<file path="config.mk">
export PLATFORM = sky130hd
export DESIGN_NAME = paddsb_arbiter
export DESIGN_NICKNAME = d
export VERILOG_FILES = /design/src/rtl/paddsb_arbiter.sv
export SDC_FILE = /design/constraint.sdc
export NUM_CORES = 1
export LEC_CHECK = 0
export ABC_AREA = 1
export BUFFER_PORTS_ARGS = -buffer_cell sky130_fd_sc_hd__buf_2
export CAP_MARGIN = 25
export CORE_UTILIZATION = 43
export CTS_CLUSTER_SIZE = 8
export DETAILED_ROUTE_END_ITERATION = 10
export PLACE_DENSITY = 0.81
export SYNTH_ARGS = -nofsm -noshare
export SYNTH_HDL_FRONTEND = slang
export SYNTH_SLANG_ARGS = --single-unit
</file>
<file path="constraint.sdc">
create_clock -name clk -period 2 [get_ports clk]
set_input_delay 0.4 -clock clk [delete_from_list [all_inputs] [get_ports clk]]
set_output_delay 0.4 -clock clk [all_outputs]
set_load 0.01 [all_outputs]
</file>
<file path="src/rtl/paddsb_arbiter.sv">
// Two-requester round-robin arbiter feeding a packed signed-saturating nibble adder,
// with a valid/ready result register. Define PADDSB_ARB_SAT_FLAGS_EN to build per-lane clamp flags.

// 4 x 4-bit signed lanes, each clamped to [-8, +7]; no carry between lanes.
module paddsb (
    input  logic [15:0] a,
    input  logic [15:0] b,
    output logic [15:0] sum
`ifdef PADDSB_ARB_SAT_FLAGS_EN
    ,
    output logic [3:0]  sat
`endif
);

    localparam int unsigned LANES  = 4;
    localparam int unsigned LANE_W = 4;

    logic [LANE_W-1:0] na;
    logic [LANE_W-1:0] nb;
    logic [LANE_W:0]   raw;
    logic [LANES-1:0]  clamp;

    // raw is the 5-bit signed sum; bits 4 and 3 disagree exactly when the lane leaves [-8, +7]
    always_comb begin
        sum   = '0;
        clamp = '0;
        na    = '0;
        nb    = '0;
        raw   = '0;
        for (int i = 0; i < int'(LANES); i++) begin
            na  = a[LANE_W*i +: LANE_W];
            nb  = b[LANE_W*i +: LANE_W];
            raw = {na[LANE_W-1], na} + {nb[LANE_W-1], nb};
            if (!raw[LANE_W] && raw[LANE_W-1]) begin
                sum[LANE_W*i +: LANE_W] = 4'h7;
                clamp[i]                = 1'b1;
            end else if (raw[LANE_W] && !raw[LANE_W-1]) begin
                sum[LANE_W*i +: LANE_W] = 4'h8;
                clamp[i]                = 1'b1;
            end else begin
                sum[LANE_W*i +: LANE_W] = raw[LANE_W-1:0];
            end
        end
    end

`ifdef PADDSB_ARB_SAT_FLAGS_EN
    assign sat = clamp;
`endif

endmodule

module paddsb_arbiter #(
    parameter int unsigned CNT_W = 8
) (
    input  logic             clk,
    input  logic             rst_n,
    input  logic             req0_valid,
    output logic             req0_ready,
    input  logic [15:0]      req0_a,
    input  logic [15:0]      req0_b,
    input  logic             req1_valid,
    output logic             req1_ready,
    input  logic [15:0]      req1_a,
    input  logic [15:0]      req1_b,
    output logic             out_valid,
    input  logic             out_ready,
    output logic [15:0]      out_sum,
    output logic             out_id,
    output logic [3:0]       out_sat,
    output logic [CNT_W-1:0] op_cnt,
    output logic             busy
);

    localparam int unsigned DATA_W = 16;

    typedef enum logic {
        EMPTY = 1'b0,
        FULL  = 1'b1
    } state_t;

    state_t            state_q;
    state_t            state_d;
    logic              prio_q;
    logic              can_accept;
    logic              win_id;
    logic              grant;
    logic [DATA_W-1:0] op_a;
    logic [DATA_W-1:0] op_b;
    logic [DATA_W-1:0] lane_sum;

    always_ff @(posedge clk or negedge rst_n) begin
        if (!rst_n) state_q <= EMPTY;
        else        state_q <= state_d;
    end

    // Grant and next state; readies are gated by rst_n so they drop as soon as reset asserts
    always_comb begin
        state_d    = state_q;
        can_accept = 1'b0;
        win_id     = 1'b0;
        grant      = 1'b0;
        req0_ready = 1'b0;
        req1_ready = 1'b0;

        can_accept = (state_q == EMPTY) || out_ready;
        win_id     = (req0_valid && req1_valid) ? prio_q : req1_valid;
        grant      = rst_n && can_accept && (req0_valid || req1_valid);
        req0_ready = grant && !win_id;
        req1_ready = grant && win_id;

        case (state_q)
            EMPTY: if (grant) state_d = FULL;
            FULL:  if (out_ready && !grant) state_d = EMPTY;
            default: state_d = EMPTY;
        endcase
    end

    assign op_a = win_id ? req1_a : req0_a;
    assign op_b = win_id ? req1_b : req0_b;

`ifdef PADDSB_ARB_SAT_FLAGS_EN
    logic [3:0] lane_sat;

    paddsb u_paddsb (
        .a   (op_a),
        .b   (op_b),
        .sum (lane_sum),
        .sat (lane_sat)
    );

    always_ff @(posedge clk or negedge rst_n) begin
        if (!rst_n)     out_sat <= 4'b0000;
        else if (grant) out_sat <= lane_sat;
    end
`else
    paddsb u_paddsb (
        .a   (op_a),
        .b   (op_b),
        .sum (lane_sum)
    );

    assign out_sat = 4'b0000;
`endif

    // Result register, round-robin pointer and consumed-result counter
    always_ff @(posedge clk or negedge rst_n) begin
        if (!rst_n) begin
            out_sum <= '0;
            out_id  <= 1'b0;
            prio_q  <= 1'b0;
            op_cnt  <= '0;
        end else begin
            if (grant) begin
                out_sum <= lane_sum;
                out_id  <= win_id;
                prio_q  <= ~win_id;
            end
            if (out_valid && out_ready) op_cnt <= op_cnt + CNT_W'(1);
        end
    end

    assign out_valid = (state_q == FULL);
    assign busy      = out_valid;

endmodule

</file>
======== Word level (Yosys, flattened, before mapping) ========
Index checks and enable logic that the tools add are counted.
W data, S select, Z words.
storage, ports and cells
  word-level logic and storage cells ...... 53
  input port bits ......................... 69
  bits in registers ....................... 27
  output and inout bits ................... 33
cells by class
  reduce and logical (&&, ||, !) cells .... 27
  muxes and demuxes ....................... 14
  add/sub/neg operators ................... 5
  bitwise gates (word level) .............. 2
operators by type and width
  cell                   number
  $mux W16               2
  $mux W4                8
  $add A4 B4 Y5          4
  $logic_and A1 B1 Y1    15
  $logic_not A1 Y1       10
  $add A8 B1 Y8 const B  1
  $mux W1                3
  $logic_or A1 B1 Y1     2
  $not A1 Y1             2
  $pmux W1 S2            1

======== Longest topological paths before layout ========
  depth in word-level cells ............... 8
  gate-level depth with buffers ........... 19
  gate-level depth less buffers ........... 17

======== Modules after synthesis ========
A second synthesis with hierarchy kept.
second synthesis, totals
  cells, all modules ...................... 351
  area total of the unflattened synthesis .. 2274.7 µm²
modules (own cells, without submodules)
  module          instances  cells each  area an instance (µm²)  sequential area each (µm²)
  paddsb_arbiter  1          237         1581.5                  675.6
  paddsb          1          114         693.2                   0.0

======== Worst setup path after synthesis ========
No wires, ideal clock.
  kind .................................... in2reg
  start point ............................. input req1_valid
  end point ............................... register out_sum[13]
  setup time .............................. 65 ps
  slack ................................... -259 ps
  arrival ................................. 2194 ps
  path buffers ............................ 2
  required time ........................... 1935 ps
  stages on the path ...................... 18
  cell sequence ........................... inv_1 > a21oi_2 > buf_2 > buf_2 > nand2_1 > nand2_1 > ha_1 > inv_1 > fa_1 > inv_1 > nand2_1 > nand3_1 > o21ai_0 > inv_1 > nand2_1 > nand2_1 > nand2_1 > nand2_1
on the way
  longest elaborated chain between the ends .. 8
  elaborated cells between the ends (all ways) .. 13
  classes of those cells .................. add/sub: 1; mux: 5; reduce/logical: 7
RTL lines
  item                         RTL line  source
  start, declared              61        input logic req1_valid,
  $logic_and A1 B1 Y1          106       win_id = (req0_valid && req1_valid) ? prio_q : req1_valid;
  $mux W1                      106
  $mux W16 (on tied branches)  118, 119
  $add A4 B4 Y5                33        raw = {na[LANE_W-1], na} + {nb[LANE_W-1], nb};
  $logic_not A1 Y1             37        end else if (raw[LANE_W] && !raw[LANE_W-1]) begin
  $logic_and A1 B1 Y1          37
  $mux W4                      37
  $mux W4                      34        if (!raw[LANE_W] && raw[LANE_W-1]) begin
  end signal, assigned         154       out_sum <= lane_sum;
  end, declared                67        output logic [15:0] out_sum,
Parallel ways exist; a longest one is shown, timed or not.
A chain may end at the register's enable or synchronous reset.

======== Worst setup path in the final report ========
  start point ............................. register prio_q
  end point ............................... register out_sum[9]
on the way
  longest elaborated chain between the ends .. 7
  elaborated cells between the ends (all ways) .. 10
  classes of those cells .................. add/sub: 1; mux: 5; reduce/logical: 4
RTL lines
  item                         RTL line  source
  start, declared              83        logic prio_q;
  start signal, assigned       156       prio_q <= ~win_id;
  $mux W1 *                    106
  $mux W16 (on tied branches)  118, 119
  $add A4 B4 Y5 *              33
  $logic_not A1 Y1             37
  $logic_and A1 B1 Y1          37
  $mux W4                      37
  $mux W4 *                    34
Every way passes the cells marked *; elsewhere a longest branch is shown, timed or not.

==> key figures <==
Run status
  – Status: finished with violations
  – Failing checks: negative setup slack

Worst setup path
  – Cells on worst reg2reg path: 15
  – Critical path's largest stage delay: between 0.3 and 0.4 ns
  – Worst r2r src: prio_q$_DFFE_PN0P_
  – Reg2reg end: out_sum[9]$_DFFE_PN0P_
  – Worst-path fanout max: 6
  – Worst reg2reg setup slack: -0.24 ns
  – CP arrival: 2.40 ns
  – CP max-delay cell: dfrtp_1
  – Critical-path cell list: inv_2 -> a21oi_4 -> inv_4 -> buf_2 -> buf_4 -> nand2_1 -> nand2_1 -> ha_1 -> nand3_1 -> o21ai_2 -> inv_1 -> nand2_1 -> nand2_1 -> nand2_1 -> nand2_1
  – Crit path kind: reg2reg
  – CP dominant cell by count: nand2_1
  – Crit path capture type: flop
  – Startpoint Class: flop
  – CP required: between 2 and 2.5 ns

Clocking
  – CTS H-tree depth: 1
  – # clock sinks: 27
  – Worst-case clock buffer depth: 2
  – Clk root buf: clkbuf_8
  – Reg clk slew, reported paths: 0.10 ns
  – Worst skew pair latency: 0.27 ns
  – TritonCTS clock tree: done
  – CTS Buf Count: 3

Floorplanning
  – Die X: 75.47 um
  – Row count: 26
  – Core region area: between 0.005 and 0.006 mm2
  – Initial Utilization: between 40% and 50%
  – IO Count: 102
  – Die area: 0.005696 mm2
  – Die height: between 70 and 80 um

Synthesis
  – Yosys warns: 0
  – Main area contributors after synthesis: dfrtp_1 (29%), nand2_1 (27%), ha_1 (9.2%)
  – Top cell type's share of synthesized area: 29.11%
  – Post-Synthesis Cells: 350
  – Cell area after synthesis: 0.002321 mm2
  – Post-synth top area cell: dfrtp_1
  – Register area share after synthesis: 29.11%
  – Mapped Avg Cell Area: between 6 and 7 um2
  – Netlist cell types: 24
  – FF+latch count, synth: 27

Placed design
  – Final HPWL DP: 4821 um
  – PortBufs: 97
  – Setup Slack @ Placement: -0.3460 ns
  – GP Congestion: slightly above 0.8

Run
  – Max cap viols: 0

Power
  – Sw power: 1119 uW
  – P_int: 1562 uW
  – Clock network fraction of design power: 11.7%
  – Max VDD drop: 0.0004168 V
  – Power share of the combinational group: between 50% and 60%
  – Sw frac: 41.74%
  – Seq pwr share: around a third
  – Leakage: 0.001987 uW
  – Power density over cell area: 775.7 mW/mm2
  – Total Power: 2681 uW

Final layout
  – Most frequent cells in the layout: nand2_1 (156), buf_2 (97), buf_4 (31)
  – Leading cell type in the layout, fill and taps excluded: nand2_1
  – Share of layout cells above drive strength 1: 41.75%
  – Finished Core Util: around two thirds
  – Diodes inserted: 0
  – Multi-input logic area: 0.001613 mm2
  – FILL cells: 481
  – Area grow syn2layout: 48.89%
  – FF+latch area: between 600 and 700 um2
  – # nets final: 570

Global routing
  – Largest net degree at the start of global routing: 28
  – Gr ovfl total: 0
  – First-pass GRT wire length: 9687 um
  – Number of global-route vias before repair: 2,418
  – Initial antenna violation count: 0
  – Global Route Usage Sum: a little over a fifth

STA
  – Period utilization: 111.9%
  – Final WS setup: -0.2388 ns
  – Setup violations, final: 17
  – Achievable frequency: 446.7 MHz
  – RSZ-0062 raised after global routing: yes
  – Setup TNS: -2.300 ns
  – Clock Skew: approximately 0.0068 ns
  – Tmin final: 2.239 ns
  – Fin. Hold Viols: 0
  – Pins Over Slew Limit: 0

Route
  – 1st-iter DRT viols: 66
  – Avg WL per Cell: 11.70 um
  – First-pass detailed-route iteration total: 4
  – Avg Vias per Cell: 4.743
  – DRC viols: 0
  – DRT antenna net count: 0
  – Drt total wl: between 6000 and 7000 um
  – Via Count: 2,604

Worst hold path
  – Hold Path Class: in2async
## final cells by class
cell class                      count  share of cell area (%)
Multi-Input combinational cell    270                   46.67
Tap cell                           70                   2.534
Clock buffer                        4                   1.303
Inverter                           41                   4.743
Sequential cell                    27                   19.55
Timing Repair Buffer              137                   25.20
## timing repair
item                       CTS  global route
setup endpoints to repair   16            17
buffers inserted             4             1
hold buffers                 0             0
gates resized for setup     21            28
cloned                       2             1
pin swaps                    2             9
## layer usage
layer  GRT usage [%]  routed length, um  up-vias
li1                -                  -     1325
met1           23.34               2497     1194
met2           43.65               3483       73
met5               0                  0        -
met3           3.836                334       12
met4           5.556                106        0
## stage by stage
stage | hold slack (ns) | instance area, um2 | cells
final | 0.1385 | 3456 | 549
after global routing | 0.1667 | 3456 | 549
after CTS | 0.1541 | 3321 | 547
after detailed placement | 0.4487 | 3098 | 537
after global placement | 0.4400 | 3098 | 537
after floorplan | 0.1044 | 2415 | 353
## cells in the mapped netlist
cell type / n
nand2_1: 167
inv_1: 40
dfrtp_1: 27
nand3_1: 20
ha_1: 17
nor2_1: 10
o21ai_0: 8
buf_2: 7
buf_4: 7
xor2_1: 7
o21ai_1: 6
a21oi_2: 5
fa_1: 4
or2_2: 4
xnor2_1: 4
a21oi_1: 3
nand4_1: 3
o21ai_2: 3
or2_1: 3
buf_6: 1
conb_1: 1
inv_2: 1
nor3_2: 1
o21bai_1: 1
## power by group through the flow
stage               Clock [uW]  Sequential [uW]  Combinational [uW]
floorplan                    0              936                 742
global placement             0              855                1280
detailed placement           0              863                1340
CTS                        313              857                1420
global route               339              879                1700
finish                     315              856                1510
## worst max-delay path, delay by kind of cell (launching register included)
kind	cells	cell delay (ns)
AOI/OAI and AO/OA	2	0.29
adders and majority gates	1	0.36
buffers and inverters	5	0.55
DFF	1	0.36
and+or+nand+nor	7	0.58
## cell families (layout without fill, tap and decap cells)
group | after synthesis | count (layout) | share of synthesized area, %
AO/OA/AOI/OAI | 26 | 26 | 7.008
XOR/XNOR | 11 | 11 | 4.151
adder cells (fa/ha/maj) | 21 | 21 | 12.61
buffers and inverters | 56 | 182 | 10.89
flip-flops | 27 | 27 | 29.11
other | 1 | 4 | 0.1616
AND/OR/NAND/NOR | 208 | 208 | 36.07
## worst max-delay path by stage
stage,from,slack (ns),cells past startpoint,end
global route,prio_q$_DFFE_PN0P_,-0.42,17,out_sum[9]$_DFFE_PN0P_
global placement,req1_valid,-0.28,18,out_sum[4]$_DFFE_PN0P_
detailed placement,req1_valid,-0.35,18,out_sum[13]$_DFFE_PN0P_
CTS,prio_q$_DFFE_PN0P_,-0.16,18,out_sum[4]$_DFFE_PN0P_
finish,prio_q$_DFFE_PN0P_,-0.24,15,out_sum[9]$_DFFE_PN0P_
floorplan,req1_valid,-0.06,18,out_sum[13]$_DFFE_PN0P_
## flip-flops by register name, summed over array words and instances (netlist names)
name,cells
out_id,1
op_cnt,8
busy,1
prio_q,1
out_sum,16
(Power assumes the default switching activity.)
